[src/rtl/fetch_target_queue.sv]
`default_nettype none
// ============================================================================
// Module   : fetch_target_queue
// Purpose  : Circular buffer of BPU predictions (block PC, next PC, taken
//            slot) presented in order to the IFU. A backend flush drops
//            every queued prediction.
// Revision : 1.0 - initial release
// ============================================================================
module fetch_target_queue #(
    parameter int XLEN            = 32,
    parameter int INSTR_PER_FETCH = 4,
    parameter int DEPTH           = 8
) (
    input  logic                               clk_i,
    input  logic                               rst_i,
    input  logic                               flush_i,
    input  logic                               enq_valid_i,
    output logic                               enq_ready_o,
    input  logic [XLEN-1:0]                    enq_pc_i,
    input  logic [XLEN-1:0]                    enq_npc_i,
    input  logic                               enq_slot_valid_i,
    input  logic [$clog2(INSTR_PER_FETCH)-1:0] enq_slot_idx_i,
    input  logic [XLEN-1:0]                    enq_slot_target_i,
    output logic                               deq_valid_o,
    input  logic                               deq_ready_i,
    output logic [XLEN-1:0]                    deq_pc_o,
    output logic [XLEN-1:0]                    deq_npc_o,
    output logic                               deq_slot_valid_o,
    output logic [$clog2(INSTR_PER_FETCH)-1:0] deq_slot_idx_o,
    output logic [XLEN-1:0]                    deq_slot_target_o,
    output logic [$clog2(DEPTH)-1:0]           deq_idx_o,
    output logic [$clog2(DEPTH):0]             count_o
);

    localparam int SLOT_W = $clog2(INSTR_PER_FETCH);
    localparam int PTR_W  = $clog2(DEPTH);
    localparam int CNT_W  = PTR_W + 1;
    localparam logic [CNT_W-1:0] FULL_COUNT = CNT_W'(DEPTH);

    // Entry storage; deliberately not reset, only pointers define validity
    logic [XLEN-1:0]   pc_mem     [DEPTH];
    logic [XLEN-1:0]   npc_mem    [DEPTH];
    logic              sv_mem     [DEPTH];
    logic [SLOT_W-1:0] sidx_mem   [DEPTH];
    logic [XLEN-1:0]   target_mem [DEPTH];

    logic [PTR_W-1:0]  wr_ptr;
    logic [PTR_W-1:0]  rd_ptr;
    logic [CNT_W-1:0]  count;
    logic              enq_fire;
    logic              deq_fire;

    // Handshakes decoded from registered count only; flush suppresses both
    always_comb begin
        enq_ready_o = (count != FULL_COUNT);
        deq_valid_o = (count != '0);
        enq_fire    = enq_valid_i && enq_ready_o && !flush_i;
        deq_fire    = deq_valid_o && deq_ready_i && !flush_i;
    end

    // Pointer and occupancy update; flush clears everything ahead of handshakes
    always_ff @(posedge clk_i or posedge rst_i) begin
        if (rst_i) begin
            wr_ptr <= '0;
            rd_ptr <= '0;
            count  <= '0;
        end else if (flush_i) begin
            wr_ptr <= '0;
            rd_ptr <= '0;
            count  <= '0;
        end else begin
            if (enq_fire) begin
                wr_ptr <= wr_ptr + 1'b1;
            end
            if (deq_fire) begin
                rd_ptr <= rd_ptr + 1'b1;
            end
            case ({enq_fire, deq_fire})
                2'b10:   count <= count + 1'b1;
                2'b01:   count <= count - 1'b1;
                default: count <= count;
            endcase
        end
    end

    // Write the offered prediction into the tail slot when accepted
    always_ff @(posedge clk_i) begin
        if (enq_fire) begin
            pc_mem[wr_ptr]     <= enq_pc_i;
            npc_mem[wr_ptr]    <= enq_npc_i;
            sv_mem[wr_ptr]     <= enq_slot_valid_i;
            sidx_mem[wr_ptr]   <= enq_slot_idx_i;
            target_mem[wr_ptr] <= enq_slot_target_i;
        end
    end

    // Head entry is read straight from storage; stable while the IFU stalls
    always_comb begin
        deq_pc_o          = pc_mem[rd_ptr];
        deq_npc_o         = npc_mem[rd_ptr];
        deq_slot_valid_o  = sv_mem[rd_ptr];
        deq_slot_idx_o    = sidx_mem[rd_ptr];
        deq_slot_target_o = target_mem[rd_ptr];
        deq_idx_o         = rd_ptr;
        count_o           = count;
    end

endmodule
`default_nettype wire

[config.mk]
export PLATFORM = sky130hd
export DESIGN_NAME = fetch_target_queue
export DESIGN_NICKNAME = d
export VERILOG_FILES = /design/src/rtl/fetch_target_queue.sv
export SDC_FILE = /design/constraint.sdc
export NUM_CORES = 1
export LEC_CHECK = 0
export CAP_MARGIN = 20
export CORE_UTILIZATION = 30
export CTS_CLUSTER_DIAMETER = 30
export DETAILED_ROUTE_END_ITERATION = 10
export PLACE_DENSITY = 0.53
export SLEW_MARGIN = 25
export SYNTH_ARGS = -nofsm -noshare
export SYNTH_HDL_FRONTEND = slang
export SYNTH_SLANG_ARGS = --single-unit
export TNS_END_PERCENT = 50
[constraint.sdc]
create_clock -name clk_i -period 12.1 [get_ports clk_i]
set_input_delay 1.21 -clock clk_i [delete_from_list [all_inputs] [get_ports clk_i]]
set_output_delay 1.21 -clock clk_i [all_outputs]
set_load 0.05 [all_outputs]
==> results of run 1 <==
[sequential cells by signal, indices dropped and copies added, names as in the netlist]
name / count
npc_mem: 256
pc_mem: 256
sv_mem: 8
deq_idx_o: 3
sidx_mem: 16
wr_ptr: 3
count_o: 4
target_mem: 256
[worst register-to-register path, stage by stage, from the launching register on]
cell      delay, ns
dfrtp_1        0.53
or4b_1         0.34
nand4b_1       0.42
nor2_4         0.39
buf_4          0.70
buf_4          0.89
[layout by cell type (no fill, tap or decap), types with 7 or more instances in the layout]
cell type,n
clkbuf_16,177
edfxtp_1,792
clkinv_2,30
mux2_2,99
clkdlybuf4s50_1,211
inv_6,9
buf_4,23
clkinv_16,8
clkinv_1,22
clkinv_4,16
bufinv_16,23
mux4_2,198
nor2_1,9
dfrtp_1,7
clkinvlp_4,21
clkbuf_1,14
[through the flow]
| step | util, % | instances | area [um2] | power [W] |
|---|---|---|---|---|
| after floorplan | - | 1219 | 30280 | 0.004648 |
| after global placement | 34.03 | 2695 | 34030 | 0.005208 |
| after detailed placement | 34.06 | 2696 | 34060 | 0.005223 |
| after CTS | 40.16 | 3021 | 40160 | 0.01003 |
| after global routing | 40.20 | 3023 | 40200 | 0.01024 |
| final | 40.20 | 3023 | 40200 | 0.009887 |
[power by group]
part	switching (W)	total, W	internal [W]	leakage [nW]
Sequential	0.0000821	0.00324	0.00316	7.28
Combinational	0.00107	0.00189	0.000816	2.57
Clock	0.00157	0.00476	0.00319	2.91
[worst max path at each step]
stage | from | end | slack (ns) | cells past startpoint
floorplan | enq_valid_i | npc_mem[0][0]$_DFFE_PP_ | 2.75 | 4
global placement | deq_idx_o[1]$_DFFE_PP0P_ | deq_slot_target_o[18] | 6.91 | 5
detailed placement | deq_idx_o[1]$_DFFE_PP0P_ | deq_slot_target_o[18] | 6.83 | 5
CTS | deq_idx_o[1]$_DFFE_PP0P_ | deq_slot_target_o[18] | 5.96 | 5
global route | deq_idx_o[1]$_DFFE_PP0P_ | deq_slot_target_o[18] | 6.13 | 5
finish | deq_idx_o[1]$_DFFE_PP0P_ | deq_slot_target_o[18] | 6.37 | 5
[metal layers]
layer	track usage [%]	vias to the layer above	wire length, um
met5	0	-	87
met4	5.139	14	1377
met3	4.787	126	4457
met2	22.23	356	34130
met1	16.02	7449	27510
li1	-	6044	-
[final cells by class]
cell class	instances	area, um2
clock inverters	134	1625
multi-input cells	358	6046
clock buffers	191	4482
fillers	8760	59800
inverters	1	3.754
flip-flops and latches	802	24040
repair buffers	238	2371
diodes	1	2.502
well taps	1298	1624
[kinds of logic (layout without fill, tap and decap cells)]
family                   Yosys count  after routing  share of synthesized area, %
AND/OR/NAND/NOR                   36             36                        0.5951
buffers and inverters             59            564                        0.8430
multiplexers                     301            301                         18.54
flip-flops                       802            802                         79.37
other                              0              1                             0
AO/OA/AOI/OAI                     10             10                        0.2438
XOR/XNOR                           6              6                        0.1736
adder cells (fa/ha/maj)            5              5                        0.2314
==> impl_metrics.json, run 1 <==
{
  "critical_path_class": "reg -> out",
  "rsz0062_at_grt": "no",
  "synthArstFlopShare_pct": 1.247,
  "power_density_mw_per_mm2": 245.9,
  "reg2reg_slack_ns": 8.34,
  "wl_per_cell_um": 22.35,
  "grt_use_total_pct": 13.44,
  "cts_tree": "built",
  "finish.net_count": 1685,
  "hold_ws_ns": 0.6134,
  "critPathMaxStageDelay_ns": 0.81,
  "maxCapViolations": 0,
  "synth.ff_latch_count": 802,
  "cts_buffers": 175,
  "min_to": "wr_ptr[0]$_DFFE_PP0P_",
  "reg2reg_to": "target_mem[7][0]$_DFFE_PP_",
  "syn_area_mm2": 0.03028,
  "syn_avg_cell_area_um2": 24.84,
  "final.setup_skew_ns": 0.05693,
  "hold_buffers": 0,
  "htree_levels": 4,
  "antenna_left": 0,
  "num_rows": 116,
  "yosysTopAreaCellShare_pct": 78.55,
  "syn_to_final_growth_pct": 32.76,
  "grt_pass1_vias": 15590,
  "dp_hpwl_mm": 35.06,
  "coreArea_mm2": 0.1000,
  "fin_crit_ns": 5.729,
  "grt-ovfl-total": 0,
  "die_h_um": 319.7,
  "dieWidth_um": 319.7,
  "cp.buffers_inverters": 3,
  "routed_wl_mm": 67.56,
  "finalSetupTns_ns": 0,
  "drv_slew": 0,
  "yosys-top-cells-count": "792 x edfxtp_1, 198 x mux4_2, 99 x mux2_2",
  "worstPathArrival_ns": 4.52,
  "cp-start-kind": "flop",
  "crit_slowest_cell": "dfrtp_4",
  "hold_violations": 0,
  "setup.worst_path.end_class": "output port",
  "gp_congestion": 0.6558,
  "dr.pass1.iters": 6,
  "antenna_found_initial": 8,
  "outcome": "complete, no violations",
  "crit_required_ns": 10.89,
  "port_buffers": 211,
  "cts_root_buf": "clkbuf_16",
  "hold_class": "reg -> reg",
  "viasPerCell": 4.628,
  "yosysWarnings": 0,
  "crit_path_cell_trace": "buf_4, buf_6, mux4_2, mux2_2, clkdlybuf4s50_1",
  "period_share_pct": 47.35,
  "synth_fp_nets": 1328,
  "grt_pass1_wl_mm": 100.1,
  "seq_area_frac_synth_pct": 79.37,
  "max_freq_ghz": 0.1745,
  "die_area_mm2": 0.1022,
  "reg2regPathDepth": 5,
  "layout-drive-gt1-share_pct": 36.25,
  "yosysMostFrequentCell": "edfxtp_1",
  "synth_edf_count": 792,
  "yosysTopAreaCell": "edfxtp_1",
  "initial_core_util_pct": 30.28,
  "p_leak_nw": 12.76,
  "worstMarginPinSlew_ns": 1.017,
  "cts.clk_slew.worst_paths_ns": 0.04,
  "cts_sinks": 802,
  "synthCells": 1219,
  "route.vias.total": 13990,
  "pin_count": 212,
  "ys_types": 31,
  "setup_viol": 0,
  "first_iter_violations": 894,
  "worst_slack_ns": 6.371,
  "insertion_delay_ns": 0.76,
  "post_cts_buffers": 0,
  "drc": 0,
  "rr_startpoint": "count_o[0]$_DFFE_PP0P_",
  "path_max_fanout": 64,
  "cts_resized": 0,
  "dp_worst_setup_slack_ns": 6.827,
  "grt_start_max_net_pins": 87,
  "worstHoldStart": "wr_ptr[0]$_DFFE_PP0P_",
  "yosys_most_used_dff": "edfxtp_1",
  "slew-limit-headroom_pct": 32.21,
  "synth_area_leaders": "edfxtp_1 79%, mux4_2 15%, mux2_2 3.7%",
  "ir_drop_mv": 0.1589,
  "holdPathStages": 2,
  "path_delay_family": "buffers and inverters",
  "clk_path_buf_depth": 3
}
No activity file was read; power rests on OpenSTA's default activity.
==> run 2, diff against run 1 <==
- clock period: 12.1 -> 5.44 ns (I/O delays scaled with it)
==> impl_metrics.json, run 2 (synthesized netlist as in run 1, its figures left out) <==
{
  "period_share_pct": 77.25,
  "initial_core_util_pct": 30.28,
  "power.share.switching_pct": 27.35,
  "cts_tree": "built",
  "slew-limit-headroom_pct": 32.61,
  "layout-drive-gt1-share_pct": 36.03,
  "crit_required_ns": 4.90,
  "worstMarginPinSlew_ns": 1.011,
  "antenna_left": 0,
  "insertion_delay_ns": 0.74,
  "max_freq_ghz": 0.2380,
  "grt-ovfl-total": 0,
  "ir_drop_mv": 0.3325,
  "combPwrFrac_pct": 19.8,
  "die_h_um": 319.7,
  "antenna_found_initial": 9,
  "hold_ws_ns": 0.09433,
  "reg2reg_to": "count_o[3]$_DFFE_PP0P_",
  "num_rows": 116,
  "drc": 0,
  "maxCapViolations": 0,
  "final_area_mm2": 0.04031,
  "dieWidth_um": 319.7,
  "gp_congestion": 0.6792,
  "internal-power_w": 0.01589,
  "clk_path_buf_depth": 3,
  "hold_class": "in -> async",
  "routed_wl_mm": 68.36,
  "reg_top3": "npc_mem: 256 flops, pc_mem: 256 flops, target_mem: 256 flops",
  "dp_hpwl_mm": 35.39,
  "finish.net_count": 1697,
  "power_density_mw_per_mm2": 542.7,
  "rr_startpoint": "count_o[0]$_DFFE_PP0P_",
  "port_buffers": 211,
  "cts_sinks": 802,
  "first_iter_violations": 882,
  "wl_per_cell_um": 22.58,
  "path_max_fanout": 55,
  "reg2regPathDepth": 8,
  "grt_pass1_vias": 15760,
  "setup.worst_path.end_class": "output port",
  "drv_slew": 0,
  "route.vias.total": 14010,
  "syn_to_final_growth_pct": 33.14,
  "cts_buffers": 169,
  "post_cts_buffers": 0,
  "pin_count": 212,
  "cts_resized": 0,
  "worstPathArrival_ns": 3.66,
  "final.setup_skew_ns": 0.03658,
  "viasPerCell": 4.629,
  "setup_viol": 0,
  "hold_buffers": 0,
  "crit_end": "deq_npc_o[14]",
  "coreArea_mm2": 0.1000,
  "rsz0062_at_grt": "no",
  "cts.clk_slew.worst_paths_ns": 0.05,
  "place_area_mm2": 0.03439,
  "outcome": "complete, no violations",
  "grt_use_total_pct": 13.54,
  "htree_levels": 4,
  "dr.pass1.iters": 4,
  "clock_power_share_pct": 47.3,
  "netSwitchingPower_w": 0.005984,
  "cp-start-kind": "flop",
  "diodes": 0,
  "hold_violations": 0,
  "grt_pass1_wl_mm": 101.4,
  "fin_util_pct": 40.31,
  "die_area_mm2": 0.1022,
  "reg2reg_slack_ns": 2.37,
  "pwr-share-seq_pct": 32.8,
  "final_cell_mix": "792 x edfxtp_1, 211 x clkdlybuf4s50_1, 198 x mux4_2",
  "cts_root_buf": "clkbuf_16",
  "cp-startpoint": "deq_idx_o[1]$_DFFE_PP0P_",
  "critical_path_class": "reg -> out",
  "p_leak_nw": 12.83,
  "finalSetupTns_ns": 0,
  "grt_start_max_net_pins": 100,
  "fin_crit_ns": 4.203,
  "layout_commonest_cell": "edfxtp_1"
}
[run 2: changes by cell type in the layout (fill, tap and decap cells not counted), sizes merged]
cell | previous run | this run
diode | 1 | 0
clkinv | 80 | 78
bufinv | 23 | 26
clkinvlp | 21 | 10
buf | 27 | 45
inv | 11 | 10
clkbuf | 191 | 189
[run 2: layout make-up]
class | instances | area, um2
fill | 8794 | 59690
clock inverter | 123 | 1609
tap | 1298 | 1624
clock buffer | 189 | 4304
sequential | 802 | 24040
timing repair buffer | 256 | 2663
inverter | 1 | 3.754
multi-input combinational | 358 | 6066
[run 2: how the worst min path moves through the flow]
stage | endpoint | slack [ns] | from
2_1_floorplan | count_o[0]$_DFFE_PP0P_ | 0.38 | rst_i
3_3_place_gp | wr_ptr[0]$_DFFE_PP0P_ | 0.57 | wr_ptr[0]$_DFFE_PP0P_
4_1_cts | deq_idx_o[2]$_DFFE_PP0P_ | 0.04 | rst_i
3_5_place_dp | wr_ptr[0]$_DFFE_PP0P_ | 0.61 | wr_ptr[0]$_DFFE_PP0P_
5_1_grt | deq_idx_o[2]$_DFFE_PP0P_ | 0.08 | rst_i
6_report | deq_idx_o[2]$_DFFE_PP0P_ | 0.09 | rst_i
[run 2: worst max-delay path, cell delays in order (launching register included)]
cell and delay (ns):
dfrtp_4 1.08, buf_4 0.43, mux4_2 0.36, mux2_2 0.29, clkdlybuf4s50_1 0.71
[run 2: through the flow]
stage / worst slack, ns / instances / power [W]
CTS: 1.094 / 3027 / 0.02222
floorplan: -0.9196 / 1219 / 0.01032
global route: 1.053 / 3027 / 0.02269
detailed placement: 1.878 / 2715 / 0.01173
global placement: 1.923 / 2715 / 0.01170
finish: 1.237 / 3027 / 0.02188
[run 2: routing by layer]
layer  vias to the layer above  part of all wire (%)  track usage, %
met5                         -                  0.17               0
li1                       6059                     -               -
met3                       130                   6.8           4.914
met2                       358                    52           23.23
met1                      7448                    39           15.43
met4                        18                   2.2           4.989
[run 2: power groups by stage]
stage                     combinational, W  clock, W  sequential, W
after global placement             0.00442         0        0.00728
after detailed placement           0.00443         0        0.00730
after floorplan                    0.00305         0        0.00728
after CTS                          0.00445    0.0106        0.00719
after global routing               0.00461    0.0109        0.00721
final                              0.00434    0.0104        0.00719
==> run 3, diff against run 2 <==
- clock period: 5.44 -> 4.3 ns (I/O delays scaled with it)
==> impl_metrics.json, run 3 (synthesized netlist as in run 1, its figures left out) <==
{
  "grt_pass1_vias": 15790,
  "p_leak_nw": 13.01,
  "antenna_left": 0,
  "gp_congestion": 0.7164,
  "layout_commonest_cell": "edfxtp_1",
  "worst_slack_ns": 0.2804,
  "grt_start_max_net_pins": 61,
  "die_area_mm2": 0.1022,
  "reg_top3": "npc_mem: 256 flops, pc_mem: 256 flops, target_mem: 256 flops",
  "cts_buffers": 179,
  "cts_resized": 0,
  "power_density_mw_per_mm2": 697.2,
  "insertion_delay_ns": 0.74,
  "grt-ovfl-total": 0,
  "route.vias.total": 14040,
  "wl_per_cell_um": 22.09,
  "finalSetupTns_ns": 0,
  "finish.net_count": 1708,
  "viasPerCell": 4.606,
  "placed_cells": 2715,
  "path_max_fanout": 40,
  "first_iter_violations": 896,
  "hold_class": "in -> reg",
  "dr.pass1.iters": 4,
  "clk_path_buf_depth": 3,
  "port_buffers": 211,
  "final_cell_mix": "792 x edfxtp_1, 211 x clkdlybuf4s50_1, 198 x mux4_2",
  "num_rows": 116,
  "ir_drop_mv": 0.4418,
  "critical_path_class": "reg -> out",
  "die_h_um": 319.7,
  "setup.worst_path.end_class": "output port",
  "antenna_found_initial": 3,
  "dp_worst_setup_slack_ns": 0.9787,
  "instances_no_fill": 3048,
  "cts_sinks": 802,
  "initial_core_util_pct": 30.28,
  "final.setup_skew_ns": 0.02216,
  "coreArea_mm2": 0.1000,
  "fin_crit_ns": 4.020,
  "report.power.total_w": 0.02845,
  "setup_viol": 0,
  "dieWidth_um": 319.7,
  "max_freq_ghz": 0.2488,
  "rsz0062_at_grt": "no",
  "hold_violations": 0,
  "grt_use_total_pct": 13.51,
  "cts.clk_slew.worst_paths_ns": 0.04,
  "worstMarginPinSlew_ns": 0.7669,
  "fin_util_pct": 40.81,
  "dp_hpwl_mm": 35.90,
  "cp-start-kind": "flop",
  "crit_required_ns": 3.87,
  "outcome": "complete, no violations",
  "routed_wl_mm": 67.34,
  "syn_to_final_growth_pct": 34.77,
  "diodes": 0,
  "htree_levels": 4,
  "drc": 0,
  "layout-drive-gt1-share_pct": 37.20,
  "slew-limit-headroom_pct": 48.88,
  "drv_slew": 0,
  "period_share_pct": 93.48,
  "worstPathArrival_ns": 3.59,
  "post_cts_buffers": 0,
  "cts_tree": "built",
  "maxCapViolations": 0,
  "nFillCells": 8705,
  "grt_pass1_wl_mm": 101.1,
  "cts_root_buf": "clkbuf_16",
  "pin_count": 212
}
[run 3: changes by cell type in the layout (fill, tap and decap cells not counted), sizes merged]
| cell | change |
|---|---|
| bufinv | +3 |
| clkbuf | +11 |
| clkinv | -9 |
| clkinvlp | +8 |
| dlygate4sd3 | +1 |
| inv | +7 |
[run 3: stage by stage]
stage | cell area [um2] | hold WS, ns
5_1_grt | 40810 | 0.3821
3_3_place_gp | 34520 | 0.5774
4_1_cts | 40810 | 0.3425
2_1_floorplan | 30330 | 0.2699
6_report | 40810 | 0.4199
3_5_place_dp | 34520 | 0.6216
[run 3: critical path: stages (launching register included)]
cell and delay [ns]:
dfrtp_4 0.85, buf_12 0.38, mux4_2 0.55, mux2_2 0.29, clkdlybuf4s50_1 0.71
[run 3: final cells by class]
type / count / area [um2] / share of cell area (%)
clock buffer: 200 / 4589 / 11.25
timing repair buffer: 257 / 2785 / 6.825
sequential: 802 / 24050 / 58.93
multi-input combinational: 358 / 6063 / 14.86
tap: 1298 / 1624 / 3.980
inverter: 1 / 3.754 / 0.009199
clock inverter: 132 / 1692 / 4.145
[run 3: repair_timing]
action | CTS | global route
endpoints found under the hold margin | 10 | 0
setup endpoints to repair | 0 | 0
hold buffers | 1 | 0
[run 3: report_power, final]
| group | switching, W | leakage (nW) | internal (W) |
|---|---|---|---|
| sequential | 0.000209 | 7.28 | 0.00890 |
| combinational | 0.00305 | 2.72 | 0.00243 |
| clock | 0.00440 | 3.01 | 0.00946 |
[run 3: path summary, 6_finish.rpt]
| kind | start | endpoint | slack [ns] | depth (start not counted) |
|---|---|---|---|---|
| setup / recovery | deq_idx_o[0]$_DFFE_PP0P_ | deq_pc_o[15] | 0.28 | 4 |
| hold / removal | flush_i | count_o[0]$_DFFE_PP0P_ | 0.42 | 3 |
| setup reg to reg | count_o[0]$_DFFE_PP0P_ | count_o[3]$_DFFE_PP0P_ | 1.28 | 8 |
| hold reg to reg | wr_ptr[0]$_DFFE_PP0P_ | wr_ptr[0]$_DFFE_PP0P_ | 0.63 | 2 |
| max in group asynchronous | rst_i | deq_idx_o[2]$_DFFE_PP0P_ | 3.41 | 3 |
| min in group asynchronous | rst_i | wr_ptr[2]$_DFFE_PP0P_ | 0.55 | 3 |
[run 3: routing by layer]
metal / track usage (%) / up-vias / wire (um)
met2: 22.89 / 344 / 34800
met3: 4.217 / 122 / 3906
met5: 0 / - / 36
met4: 5.598 / 6 / 1566
met1: 15.83 / 7468 / 27030
li1: - / 6099 / -
